`src/rtl/hier_access_ctrl.sv`:
```
// hier_access_ctrl: one-access-at-a-time sequencer for the L1/L2/memory hierarchy.
// Checks L1, waits L2_LAT and checks L2 on a miss, waits MEM_LAT on a second miss,
// then holds the response and strobes the L1/L2 fills.
// Optional feature macro: HIER_PERF_CNT_EN builds the four hit/miss counters;
// without it the counter outputs are tied to zero.
module hier_access_ctrl #(
    parameter int ADDR_W  = 11,
    parameter int DATA_W  = 32,
    parameter int L2_LAT  = 10,
    parameter int MEM_LAT = 100,
    parameter int CNT_W   = 32
) (
    input  logic              clk,
    input  logic              rst_n,
    input  logic              req_valid,
    input  logic [ADDR_W-1:0] req_addr,
    output logic              req_ready,
    output logic [ADDR_W-1:0] lookup_addr,
    input  logic              l1_hit,
    input  logic [DATA_W-1:0] l1_data,
    output logic              l2_lookup,
    input  logic              l2_hit,
    input  logic [DATA_W-1:0] l2_data,
    input  logic [DATA_W-1:0] mem_data,
    output logic              promote_l1,
    output logic [DATA_W-1:0] promote_l1_data,
    output logic              promote_l2,
    output logic [DATA_W-1:0] promote_l2_data,
    output logic              resp_valid,
    input  logic              resp_ready,
    output logic [DATA_W-1:0] resp_data,
    output logic [1:0]        resp_level,
    output logic [CNT_W-1:0]  l1_hit_cnt,
    output logic [CNT_W-1:0]  l1_miss_cnt,
    output logic [CNT_W-1:0]  l2_hit_cnt,
    output logic [CNT_W-1:0]  l2_miss_cnt
);

    localparam int MAX_LAT = (L2_LAT > MEM_LAT) ? L2_LAT : MEM_LAT;
    localparam int WAIT_W  = $clog2(MAX_LAT + 1);
    localparam logic [WAIT_W-1:0] L2_LOAD  = WAIT_W'(L2_LAT - 1);
    localparam logic [WAIT_W-1:0] MEM_LOAD = WAIT_W'(MEM_LAT - 1);

    typedef enum logic [2:0] {
        IDLE     = 3'd0,
        L1_CHK   = 3'd1,
        L2_WAIT  = 3'd2,
        MEM_WAIT = 3'd3,
        RESP     = 3'd4
    } state_t;

    state_t              state_q, state_d;
    logic [ADDR_W-1:0]   addr_q, addr_d;
    logic [WAIT_W-1:0]   wait_q, wait_d;
    logic [DATA_W-1:0]   resp_data_q, resp_data_d;
    logic [1:0]          resp_level_q, resp_level_d;
    logic                l2_lookup_q, l2_lookup_d;
    logic                promote_l1_q, promote_l1_d;
    logic                promote_l2_q, promote_l2_d;
    logic [DATA_W-1:0]   promote_l1_data_q, promote_l1_data_d;
    logic [DATA_W-1:0]   promote_l2_data_q, promote_l2_data_d;

    // Next-state and registered-output logic; strobes default low so they last one cycle
    always_comb begin
        state_d           = state_q;
        addr_d            = addr_q;
        wait_d            = wait_q;
        resp_data_d       = resp_data_q;
        resp_level_d      = resp_level_q;
        l2_lookup_d       = 1'b0;
        promote_l1_d      = 1'b0;
        promote_l2_d      = 1'b0;
        promote_l1_data_d = promote_l1_data_q;
        promote_l2_data_d = promote_l2_data_q;
        case (state_q)
            IDLE: begin
                if (req_valid) begin
                    addr_d  = req_addr;
                    state_d = L1_CHK;
                end
            end
            L1_CHK: begin
                if (l1_hit) begin
                    resp_data_d  = l1_data;
                    resp_level_d = 2'd1;
                    state_d      = RESP;
                end else begin
                    l2_lookup_d = 1'b1;
                    wait_d      = L2_LOAD;
                    state_d     = L2_WAIT;
                end
            end
            L2_WAIT: begin
                if (wait_q != '0) begin
                    wait_d = wait_q - 1'b1;
                end else if (l2_hit) begin
                    resp_data_d       = l2_data;
                    resp_level_d      = 2'd2;
                    promote_l1_d      = 1'b1;
                    promote_l1_data_d = l2_data;
                    state_d           = RESP;
                end else begin
                    wait_d  = MEM_LOAD;
                    state_d = MEM_WAIT;
                end
            end
            MEM_WAIT: begin
                if (wait_q != '0) begin
                    wait_d = wait_q - 1'b1;
                end else begin
                    resp_data_d       = mem_data;
                    resp_level_d      = 2'd3;
                    promote_l1_d      = 1'b1;
                    promote_l2_d      = 1'b1;
                    promote_l1_data_d = mem_data;
                    promote_l2_data_d = mem_data;
                    state_d           = RESP;
                end
            end
            RESP: begin
                if (resp_ready) begin
                    state_d = IDLE;
                end
            end
            default: state_d = IDLE;
        endcase
    end

    // State and datapath registers; reset abandons any access in flight
    always_ff @(posedge clk or negedge rst_n) begin
        if (!rst_n) begin
            state_q           <= IDLE;
            addr_q            <= '0;
            wait_q            <= '0;
            resp_data_q       <= '0;
            resp_level_q      <= '0;
            l2_lookup_q       <= 1'b0;
            promote_l1_q      <= 1'b0;
            promote_l2_q      <= 1'b0;
            promote_l1_data_q <= '0;
            promote_l2_data_q <= '0;
        end else begin
            state_q           <= state_d;
            addr_q            <= addr_d;
            wait_q            <= wait_d;
            resp_data_q       <= resp_data_d;
            resp_level_q      <= resp_level_d;
            l2_lookup_q       <= l2_lookup_d;
            promote_l1_q      <= promote_l1_d;
            promote_l2_q      <= promote_l2_d;
            promote_l1_data_q <= promote_l1_data_d;
            promote_l2_data_q <= promote_l2_data_d;
        end
    end

    assign req_ready       = (state_q == IDLE);
    assign resp_valid      = (state_q == RESP);
    assign lookup_addr     = addr_q;
    assign l2_lookup       = l2_lookup_q;
    assign promote_l1      = promote_l1_q;
    assign promote_l2      = promote_l2_q;
    assign promote_l1_data = promote_l1_data_q;
    assign promote_l2_data = promote_l2_data_q;
    assign resp_data       = resp_data_q;
    assign resp_level      = resp_level_q;

`ifdef HIER_PERF_CNT_EN
    logic [CNT_W-1:0] l1_hit_cnt_q, l1_hit_cnt_d;
    logic [CNT_W-1:0] l1_miss_cnt_q, l1_miss_cnt_d;
    logic [CNT_W-1:0] l2_hit_cnt_q, l2_hit_cnt_d;
    logic [CNT_W-1:0] l2_miss_cnt_q, l2_miss_cnt_d;
    logic             l2_decide;

    // Counters bump on the same edge that makes the hit/miss decision
    always_comb begin
        l1_hit_cnt_d  = l1_hit_cnt_q;
        l1_miss_cnt_d = l1_miss_cnt_q;
        l2_hit_cnt_d  = l2_hit_cnt_q;
        l2_miss_cnt_d = l2_miss_cnt_q;
        l2_decide     = (state_q == L2_WAIT) && (wait_q == '0);
        if (state_q == L1_CHK) begin
            if (l1_hit) l1_hit_cnt_d  = l1_hit_cnt_q + 1'b1;
            else        l1_miss_cnt_d = l1_miss_cnt_q + 1'b1;
        end
        if (l2_decide) begin
            if (l2_hit) l2_hit_cnt_d  = l2_hit_cnt_q + 1'b1;
            else        l2_miss_cnt_d = l2_miss_cnt_q + 1'b1;
        end
    end

    // Counter registers, wrapping naturally at 2^CNT_W
    always_ff @(posedge clk or negedge rst_n) begin
        if (!rst_n) begin
            l1_hit_cnt_q  <= '0;
            l1_miss_cnt_q <= '0;
            l2_hit_cnt_q  <= '0;
            l2_miss_cnt_q <= '0;
        end else begin
            l1_hit_cnt_q  <= l1_hit_cnt_d;
            l1_miss_cnt_q <= l1_miss_cnt_d;
            l2_hit_cnt_q  <= l2_hit_cnt_d;
            l2_miss_cnt_q <= l2_miss_cnt_d;
        end
    end

    assign l1_hit_cnt  = l1_hit_cnt_q;
    assign l1_miss_cnt = l1_miss_cnt_q;
    assign l2_hit_cnt  = l2_hit_cnt_q;
    assign l2_miss_cnt = l2_miss_cnt_q;
`else
    assign l1_hit_cnt  = '0;
    assign l1_miss_cnt = '0;
    assign l2_hit_cnt  = '0;
    assign l2_miss_cnt = '0;
`endif

endmodule

```
`config.mk`:
```
export PLATFORM = sky130hd
export DESIGN_NAME = hier_access_ctrl
export DESIGN_NICKNAME = d
export VERILOG_FILES = /design/src/rtl/hier_access_ctrl.sv
export SDC_FILE = /design/constraint.sdc
export NUM_CORES = 1
export LEC_CHECK = 0
export CAP_MARGIN = 20
export CORE_ASPECT_RATIO = 1.2
export CORE_MARGIN = 10
export CORE_UTILIZATION = 35
export CTS_CLUSTER_DIAMETER = 40
export DETAILED_ROUTE_END_ITERATION = 12
export GPL_ROUTABILITY_DRIVEN = 0
export GPL_TIMING_DRIVEN = 0
export MAX_ROUTING_LAYER = met4
export PLACE_DENSITY = 0.73
export SLEW_MARGIN = 20
export SYNTH_ARGS = -nofsm -noshare
export SYNTH_HDL_FRONTEND = slang
export SYNTH_SLANG_ARGS = --single-unit
```
`constraint.sdc`:
```
create_clock -name clk -period 5.1 [get_ports clk]
set_input_delay 1.02 -clock clk [delete_from_list [all_inputs] [get_ports clk]]
set_output_delay 1.02 -clock clk [all_outputs]
set_load 0.005 [all_outputs]
```
==> impl_metrics.csv, run 1 <==
group,metric,value,unit
routing,ant_nets,0,
clocking,post_cts_buffers,0,
finish,n_antenna_cell,0,
logic_synthesis,ys_seq_elements,122,
clocking,clk_latency,410,ps
die,start_util,35.72,%
logic_synthesis,synthTopCellsByArea,"dfrtp_1 45%, buf_4 14%, mux2i_1 9.8%",
finish,instances_no_fill,1298,
placement,pre_cts_ws,1845,ps
routing,wire_per_inst,18.95,um
logic_synthesis,syn_inst,657,
logic_synthesis,synth_common_cells,"128 x buf_4, 122 x dfrtp_1, 69 x o21ai_0, 66 x mux2i_1",
clocking,cts-root-buf,"clkbuf_16",
clocking,h-tree-depth,4,
worst_setup_path,critical_path_required,4080,ps
die,fp-row-count,55,
timing,rsz0062_at_grt,"false",
logic_synthesis,synthArstFlopShare,100.0,%
finish,multi_input_area,3019,um2
die,boundaryPins,355,
logic_synthesis,yosysMostFrequentCell,"buf_4",
grt,first_global_vias,6299,
hold_path,hp-class,"flop to flop",
finish,area_growth,53.84,%
logic_synthesis,netlist.area_leader.share,45.16,%
die,die_area,25300,um2
timing,finalSetupTns,0,ps
worst_setup_path,cp_max_fo,10,
grt,antenna_found_initial,0,
worst_setup_path,startpoint_type,"flop",
die,dieHeight,172.2,um
pwr,leakage,5.169,nW
finish,drive_gt1_share,21.11,%
logic_synthesis,seq_area_frac_synth,45.16,%
timing,min_period,3399,ps
logic_synthesis,ys_types,43,
worst_setup_path,cpPeakStageDelay,480,ps
clocking,cts_buffer_depth,2,
pwr,p_switching,1.993,mW
routing,drc,0,
grt,track_usage,19.51,%
timing,worst_pin_slew,628.1,ps
pwr,combinationalPowerShare,50.0,%
worst_setup_path,critical_path.cell_chain,"clkbuf_1 -> buf_2 -> buf_2 -> nor3b_1 -> clkdlybuf4s50_1",
die,die_w,146.9,um
logic_synthesis,synthFlopType,"dfrtp_1",
timing,setup_ws,1701,ps
run_status,status,"completed",
worst_setup_path,cp.buffers_inverters,4,
timing,clock.fmax,0.2942,GHz
routing,drt_iter0_drc,221,
clocking,cts_hold_buf,0,
pwr,p_int,3.688,mW
clocking,cts_sinks,122,
die,core_area,18920,um2
timing,drv_slew,0,
clocking,ctsResizeCount,0,
logic_synthesis,avgSynthCellArea,10.29,um2
routing,drt-pass1-iter-count,4,
finish,fin_util,54.96,%
grt,grt_start_max_net_pins,66,
grt,gr-total-overflow,0,
worst_setup_path,crit_type,"flop to output pin",
logic_synthesis,syn-cell-area,6760,um2
worst_setup_path,slowest_stage,"clkdlybuf4s50_1",
logic_synthesis,yosysWarnings,0,
logic_synthesis,yosys.area.top_type,"dfrtp_1",
grt,grt_pass1_wl,36.75,mm
clocking,cts_tree,"done",
pwr,seq_power_share,29.9,%
worst_setup_path,crit_top_cell,"buf_2",
worst_setup_path,critPathTopFamily,"buffers and inverters",
finish,final-seq-area,3053,um2
routing,wl,24.59,mm
finish,fill_cells,1695,
logic_synthesis,synth_edf_count,0,
timing,slew_headroom,58.12,%
routing,routed-via-count,5786,
routing,viasPerCell,4.458,
clocking,clk_pin_slew,60,ps
finish,finalNetCount,1145,
pwr,power_density,546.3,nW/um2
worst_setup_path,cp-end-kind,"output pin",
worst_setup_path,cp.arrival,2380,ps
clocking,cts-buffers-inserted,17,
timing,finalSetupViolCount,0,
pwr,ir_drop,271.1,uV
pwr,p_clk_share,20.1,%
placement,io_buffers,226,
placement,dp.cells,1267,
timing,timing.final.crit_share,66.65,%
pwr,switching_share,35.08,%
run,drv_cap,0,
timing,final-hold-violation-count,0,
placement,place_hpwl,19.44,mm
timing,skew,9.763,ps
final cells by class:
class | count | share of cell area [%]
Buffer | 166 | 10.95
Clock buffer | 23 | 4.596
Clock inverter | 8 | 0.6737
Inverter | 7 | 0.2526
Multi-Input combinational cell | 489 | 29.03
Sequential cell | 122 | 29.36
Tap cell | 256 | 3.080
Timing Repair Buffer | 227 | 22.06
cells in the final DEF, fill, tap and decap left out, types with 5 or more instances in the layout:
cell type / count
clkdlybuf4s50_1: 225
buf_4: 128
conb_1: 128
dfrtp_1: 122
o21ai_0: 69
mux2i_1: 66
nor2_1: 38
a21oi_1: 38
nand2_1: 37
nand3_1: 33
mux2_4: 29
clkbuf_1: 28
clkbuf_16: 17
mux2_2: 14
buf_2: 10
inv_1: 7
clkinv_2: 5
registers in the layout, indices dropped and copies added, names as in the netlist:
name and count:
l2_lookup 1, lookup_addr 11, promote_l1 1, promote_l1_data 32, promote_l2 1, promote_l2_data 32
resp_data 32, resp_level 2, state_q 3, wait_q 7
final timing paths:
kind	start	to	slack, ps	depth (start not counted)
min in group asynchronous	rst_n	resp_data[24]	520	1
max reg2reg	state_q[1]	resp_data[25]	2630	7
max in group asynchronous	rst_n	resp_data[4]	3880	2
min	promote_l1_data[8]	promote_l1_data[8]	480	2
max	state_q[0]	resp_valid	1700	5
min reg2reg	promote_l1_data[8]	promote_l1_data[8]	480	2
layer usage:
metal	track usage, %	part of all wire [%]
met1	20.68	40
met2	33.73	51
met3	7.007	8.0
met4	5.752	1.5
met5	-	0
metrics by stage:
| step | instance area, um2 | total power [mW] | hold slack [ps] |
|---|---|---|---|
| finish | 10400 | 5.681 | 478.0 |
| global route | 10400 | 6.086 | 506.9 |
| floorplan | 7237 | 3.073 | 473.3 |
| detailed placement | 9852 | 4.587 | 470.1 |
| CTS | 10400 | 5.753 | 483.4 |
| global placement | 9819 | 4.529 | 461.0 |
worst reg2reg max path: cells and delay by family (launching register included):
kind            cells  cell delay (ps)
simple gates        1              120
compound gates      2              390
flops               1              370
buf+inv             4             1510
power groups by stage:
stage	Clock [mW]	Sequential (mW)	Combinational, mW
2_1_floorplan	0	1.72	1.35
3_3_place_gp	0	1.70	2.83
3_5_place_dp	0	1.71	2.88
4_1_cts	1.16	1.70	2.89
5_1_grt	1.21	1.77	3.11
6_report	1.14	1.70	2.84
cell families (layout without fill, tap and decap cells):
group	count (synthesis)	after routing	share of synthesized area, %
AND/OR/NAND/NOR	130	130	9.143
multiplexers	109	109	18.55
AO/OA/AOI/OAI	119	119	9.365
XOR/XNOR	1	1	0.1296
other	1	128	0.05547
buffers and inverters	173	431	17.23
adder cells (fa/ha/maj)	2	2	0.3701
flip-flops	122	122	45.16
(Power assumes the default switching activity.)
==> run 2: changes to the inputs <==
- clock period: 5.1 -> 3.3 ns (I/O delays scaled with it)
==> results of run 2 <==
Same layout as run 1 (identical final DEF). Status: completed.
Among the figures that moved: setup slack after placement 1845 ps -> 404.6 ps; clock-pin slew on the worst setup and hold paths 60 ps -> 50 ps; setup slack after layout 1701 ps -> 260.9 ps; hold slack 478.0 ps -> 159.9 ps; register-to-register setup slack 2630 ps -> 830 ps; total power 5.681 mW -> 8.780 mW; worst IR drop on VDD 271.1 uV -> 419.0 uV
